### src/rtl/fft8_pkg.sv
// rtl/fft8_pkg.sv - shared sizes and sample/frame types for the fft8 input framer
package fft8_pkg;
  localparam int FFT_N  = 8;
  localparam int IDX_W  = 3;
  localparam int DATA_W = 32;

  typedef logic [DATA_W-1:0] sample_t;
  typedef sample_t [FFT_N-1:0] frame_t;
endpackage

### src/rtl/fft8_frame_bank.sv
// rtl/fft8_frame_bank.sv - one 8-entry frame register bank with indexed write and tail zero-fill
module fft8_frame_bank
  import fft8_pkg::*;
(
  input  logic              clk,
  input  logic              rst_n,
  input  logic              wr_en,
  input  logic [IDX_W-1:0]  wr_idx,
  input  logic [DATA_W-1:0] wr_data,
  input  logic              fill_en,
  input  logic [IDX_W:0]    fill_idx,
  output frame_t            mem
);

  frame_t mem_q, mem_d;

  // The write lands first; the fill index already points past it when both fire.
  always_comb begin
    mem_d = mem_q;
    if (wr_en) begin
      mem_d[wr_idx] = wr_data;
    end
    if (fill_en) begin
      for (int i = 0; i < FFT_N; i++) begin
        if ((IDX_W+1)'(i) >= fill_idx) begin
          mem_d[i] = '0;
        end
      end
    end
  end

  always_ff @(posedge clk) begin
    if (!rst_n) begin
      mem_q <= '0;
    end else begin
      mem_q <= mem_d;
    end
  end

  assign mem = mem_q;

endmodule

### src/rtl/fft8_input_framer.sv
// rtl/fft8_input_framer.sv - packs serial samples into ping-pong 8-sample frames; flush via FFT8_FRAMER_FLUSH_EN
module fft8_input_framer
  import fft8_pkg::*;
(
  input  logic              clk,
  input  logic              rst_n,
  input  logic [DATA_W-1:0] in_data,
  input  logic              in_valid,
  output logic              in_ready,
`ifdef FFT8_FRAMER_FLUSH_EN
  input  logic              flush,
`endif
  output logic [DATA_W-1:0] A0,
  output logic [DATA_W-1:0] A1,
  output logic [DATA_W-1:0] A2,
  output logic [DATA_W-1:0] A3,
  output logic [DATA_W-1:0] A4,
  output logic [DATA_W-1:0] A5,
  output logic [DATA_W-1:0] A6,
  output logic [DATA_W-1:0] A7,
  output logic              frame_valid,
  input  logic              frame_ready
);

  logic [1:0]       full_q, full_d;
  logic             wr_sel_q, wr_sel_d;
  logic             rd_sel_q, rd_sel_d;
  logic [IDX_W-1:0] wr_cnt_q, wr_cnt_d;

  logic             accept, do_flush, complete, rel_fire;
  logic [IDX_W:0]   fill_cnt;
  frame_t           bank_mem [2];
  frame_t           rd_frame;

  assign in_ready    = !full_q[wr_sel_q];
  assign frame_valid = full_q[rd_sel_q];
  assign accept      = in_valid && in_ready;
  assign rel_fire    = frame_valid && frame_ready;
  assign fill_cnt    = (IDX_W+1)'(wr_cnt_q) + (IDX_W+1)'(accept);

`ifdef FFT8_FRAMER_FLUSH_EN
  assign do_flush = flush && in_ready && (fill_cnt != '0);
`else
  assign do_flush = 1'b0;
`endif

  assign complete = (accept && (wr_cnt_q == IDX_W'(FFT_N-1))) || do_flush;

  // Completion targets the non-full write bank, release the full read bank, so both may apply.
  always_comb begin
    full_d   = full_q;
    wr_sel_d = wr_sel_q;
    rd_sel_d = rd_sel_q;
    wr_cnt_d = accept ? wr_cnt_q + 1'b1 : wr_cnt_q;
    if (complete) begin
      full_d[wr_sel_q] = 1'b1;
      wr_sel_d         = !wr_sel_q;
      wr_cnt_d         = '0;
    end
    if (rel_fire) begin
      full_d[rd_sel_q] = 1'b0;
      rd_sel_d         = !rd_sel_q;
    end
  end

  always_ff @(posedge clk) begin
    if (!rst_n) begin
      full_q   <= '0;
      wr_sel_q <= 1'b0;
      rd_sel_q <= 1'b0;
      wr_cnt_q <= '0;
    end else begin
      full_q   <= full_d;
      wr_sel_q <= wr_sel_d;
      rd_sel_q <= rd_sel_d;
      wr_cnt_q <= wr_cnt_d;
    end
  end

  for (genvar b = 0; b < 2; b++) begin : g_bank
    fft8_frame_bank u_bank (
      .clk      (clk),
      .rst_n    (rst_n),
      .wr_en    (accept && (wr_sel_q == 1'(b))),
      .wr_idx   (wr_cnt_q),
      .wr_data  (in_data),
      .fill_en  (do_flush && (wr_sel_q == 1'(b))),
      .fill_idx (fill_cnt),
      .mem      (bank_mem[b])
    );
  end

  assign rd_frame = rd_sel_q ? bank_mem[1] : bank_mem[0];
  assign A0 = rd_frame[0];
  assign A1 = rd_frame[1];
  assign A2 = rd_frame[2];
  assign A3 = rd_frame[3];
  assign A4 = rd_frame[4];
  assign A5 = rd_frame[5];
  assign A6 = rd_frame[6];
  assign A7 = rd_frame[7];

endmodule

### config.mk
export PLATFORM = sky130hd
export DESIGN_NAME = fft8_input_framer
export DESIGN_NICKNAME = d
export VERILOG_FILES = /design/src/rtl/fft8_pkg.sv /design/src/rtl/fft8_frame_bank.sv /design/src/rtl/fft8_input_framer.sv
export SDC_FILE = /design/constraint.sdc
export NUM_CORES = 1
export LEC_CHECK = 0
export ABC_AREA = 0
export BUFFER_PORTS_ARGS = -buffer_cell sky130_fd_sc_hd__buf_2
export CAP_MARGIN = 10
export CORE_MARGIN = 8
export CORE_UTILIZATION = 43
export CTS_CLUSTER_SIZE = 8
export DETAILED_ROUTE_END_ITERATION = 7
export PLACE_DENSITY = 0.66
export SLEW_MARGIN = 20
export SYNTH_ARGS = -nofsm -noshare
export SYNTH_HDL_FRONTEND = slang
export SYNTH_SLANG_ARGS = --single-unit
### constraint.sdc
create_clock -name clk -period 1.6 [get_ports clk]
set_clock_uncertainty 0.1 [all_clocks]
set_input_delay 0.16 -clock clk [delete_from_list [all_inputs] [get_ports clk]]
set_output_delay 0.16 -clock clk [all_outputs]
set_load 0.02 [all_outputs]
==> key figures <==
Outcome
  • Status: finished with violations
  • Failing checks: setup timing

Place
  • Area after DPL: 0.0246 sq mm
  • Routability cong.: 0.783
  • Port Buffers: 293
  • HPWL after DPL: 42.3 mm
  • Dpl ws: -0.147 ns

Critical path
  • Kind of critical path: reg2out
  • Critical R2R Launch: wr_sel_q$_SDFFE_PN0N_
  • CP max FO: 8
  • FF-to-FF End: g_bank[0].u_bank.mem[110]$_SDFFE_PN0P_
  • Worst reg2reg path depth: 5
  • Worst Path Required: 1.34 ns
  • FF-to-FF setup slack: -0.05 ns
  • Worst path cell trace: buf_12 -> buf_16 -> clkbuf_16 -> mux2_2 -> buf_2
  • Crit path max-delay cell type: dfxtp_4
  • WP data arrival: 1.96 ns
  • CP endpoint kind: output port
  • Worst setup SP type: register
  • Crit path max-delay family: buffers and inverters
  • Worst Path Buf+Inv: 4
  • Max stage delay on crit path: 0.39 ns

GRT
  • First-pass GRT wire length: 96.7 mm
  • Tot GR Track Use: 0.214
  • Total grt overflow: 0
  • Largest net degree at the start of global routing: 60
  • Vias in the first global route: 16,989
  • Initial antenna violation count: 2

Die
  • Row cnt: 82
  • Core Footprint: 0.0500 sq mm
  • Starting Density: 0.433
  • Total I/O pin count: 294
  • Die H: 240 microns
  • Total die area: 0.0578 sq mm
  • Chip Width: 240 microns

Min path
  • Hold endpoint: g_bank[0].u_bank.mem[101]$_SDFFE_PN0P_
  • Hold Startpoint: g_bank[0].u_bank.mem[101]$_SDFFE_PN0P_
  • Hold depth: 2
  • Worst Hold Class: reg2reg

Synth
  • Post-synth top area cell: dfxtp_1
  • Mapped Area: 0.0217 sq mm
  • Syn_nets: 2,101
  • Mean area per synthesized cell: 10.5 sq um
  • EDFF count, synth: 0
  • Yosys reg bits: 519
  • Synth unique cells: 25
  • Syn Inst Count: 2,063
  • Fraction of registers with async set/reset: 0
  • Top cells by area, synth: dfxtp_1 48%, mux2i_1 24%, mux2_2 13%, nand2_1 9.7%, buf_2 1.5%
  • Post-synth top flop: dfxtp_1
  • Most frequent cell after synthesis: nand2_1
  • Post-synthesis sequential area ratio: 0.480
  • Yosys top cell area share: 0.480
  • Synth top cells by count: 562 x nand2_1, 519 x dfxtp_1, 516 x mux2i_1
  • Ys Warns: 0

Timing
  • Max-slew violations: 0
  • Final hold violation count: 0
  • Post-route setup slack: -0.619 ns
  • Tmin final: 2.22 ns
  • Tcrit/Tclk final: 1.39
  • Slew @ Worst Pin: 0.387 ns
  • RSZ-0062 raised after global routing: true
  • Setup violators final: 280
  • Final hold slack: 0.352 ns
  • F_max: 451 MHz
  • Slew headroom: 0.742

CTS
  • Clock root cell: clkbuf_16
  • Skew-Pair Late Insertion Delay: 0.59 ns
  • Sink Count: 519
  • Htree depth: 3
  • Clk slew on worst S/H paths: 0.05 ns
  • CTS tree: yes
  • CTS max path bufs: 3
  • Cts bufs inserted: 74

Power and ir drop
  • Leakage: 0.0140 uW
  • Peak supply drop: 737 uV
  • Register share of total power: 0.447
  • Psw: 6720 uW
  • Internal power: 22,800 uW
  • Sw Share: 0.227
  • Combinational Power Share: 0.071
  • Clk pwr share: 0.482
  • Pwr dens: 973 mW/mm^2

Route
  • Post-route ant nets: 0
  • DR WL/cell: 22.8 microns
  • DRC violations left: 0
  • Initial DRC Count: 993
  • Vias per std cell: 5.26
  • Vias: 16,555
  • DRT Pass-1 Iters: 5
  • Routed wire length: 71.8 mm

Layout
  • Final Util: 0.607
  • Layout cells sized above 1: 0.342
  • NumNets Final: 2,507
  • Design area: 0.0303 sq mm
  • Area grow syn2layout: 40.1%

Job
  • Max Cap Viol: 0
[how the worst max path moves through the flow]
stage                                  start                                      to  slack (ns)  cells after the start
floorplan              rd_sel_q$_SDFFE_PN0P_                                  A1[25]       -0.03                      4
global route           rd_sel_q$_SDFFE_PN0P_                                  A1[15]       -0.67                      5
detailed placement  wr_cnt_q[2]$_SDFFE_PP0N_  g_bank[1].u_bank.mem[209]$_SDFFE_PN0P_       -0.15                      5
CTS                    rd_sel_q$_SDFFE_PN0P_                                  A0[30]       -0.64                      4
global placement    wr_cnt_q[2]$_SDFFE_PP0N_  g_bank[1].u_bank.mem[208]$_SDFFE_PN0P_       -0.09                      5
finish                 rd_sel_q$_SDFFE_PN0P_                                  A1[15]       -0.62                      5
[tightest hold or removal path: stages, from the launching register on]
cell     delay, ns
dfxtp_1       0.30
nand2_1       0.05
mux2i_1       0.05
[power groups by stage]
| stage | Combinational, uW | Sequential (uW) | Clock [uW] |
|---|---|---|---|
| global placement | 1600 | 13400 | 0 |
| CTS | 1740 | 13200 | 14500 |
| finish | 2110 | 13200 | 14200 |
| floorplan | 962 | 13400 | 0 |
| detailed placement | 1630 | 13400 | 0 |
| global route | 2210 | 13200 | 15100 |
[metrics by stage]
step / power [uW] / instances / setup TNS, ns
floorplan: 14400 / 2063 / -6.61
global placement: 15000 / 2965 / -3.56
detailed placement: 15100 / 2965 / -5.21
CTS: 29400 / 3095 / -158.45
global route: 30500 / 3150 / -160.43
finish: 29500 / 3150 / -139.03
[cell usage in the layout, fill, tap and decap left out, types with 3 or more instances in the layout]
cell / synthesis / routed
nand2_1: 562 / 552
dfxtp_1: 519 / 512
mux2i_1: 516 / 511
buf_6: 9 / 193
mux2_4: 0 / 190
clkbuf_16: 0 / 115
buf_2: 64 / 99
buf_4: 13 / 82
mux2_2: 257 / 67
buf_12: 0 / 51
dlygate4sd3_1: 0 / 35
buf_8: 0 / 13
mux2i_2: 0 / 5
nor2b_4: 0 / 4
nand2_2: 0 / 4
dfxtp_4: 0 / 4
nor2_1: 5 / 3
nand2_8: 0 / 3
nand2_4: 0 / 3
buf_16: 0 / 3
dfxtp_2: 0 / 3
[metal layers]
metal,share of wire,vias to the layer above,track usage
li1,-,7737,-
met1,0.41,8239,0.246
met2,0.51,450,0.385
met3,0.047,129,0.0398
met4,0.030,0,0.0950
met5,0,-,0
[what timing repair did]
action / in CTS / in global routing
setup endpoints to repair: 412 / 740
hold endpoints to repair: 496 / 0
buffers inserted: 10 / 16
pin swaps: 0 / 3
gates cloned: 2 / 41
resized for setup: 141 / 510
hold buffers: 35 / 0
[kinds of logic (layout without fill, tap and decap cells)]
kind of cell               Yosys count  after routing  share of synthesized area
adders and majority gates            2              2                    0.00116
AOI/OAI and AO/OA                    4              4                    0.00150
DFF                                519            519                      0.480
muxes                              773            773                      0.372
buffers and inverters              181            594                     0.0405
other                                0              2                          0
and+or+nand+nor                    584            584                      0.105
[area by class of cell]
cell class	instances	area, sq um
fill	3913	19600
antenna	2	5.00
sequential	519	10400
multi-input combinational	1363	11300
timing repair buffer	510	5780
clock buffer	83	2030
tap	672	841
inverter	1	3.75
[flip-flops by register name, summed over array words and instances, names as in the netlist]
signal / count
g_bank.u_bank.mem: 512
wr_cnt_q: 3
full_q: 2
rd_sel_q: 1
wr_sel_q: 1
No activity file was read; power rests on OpenSTA's default activity.
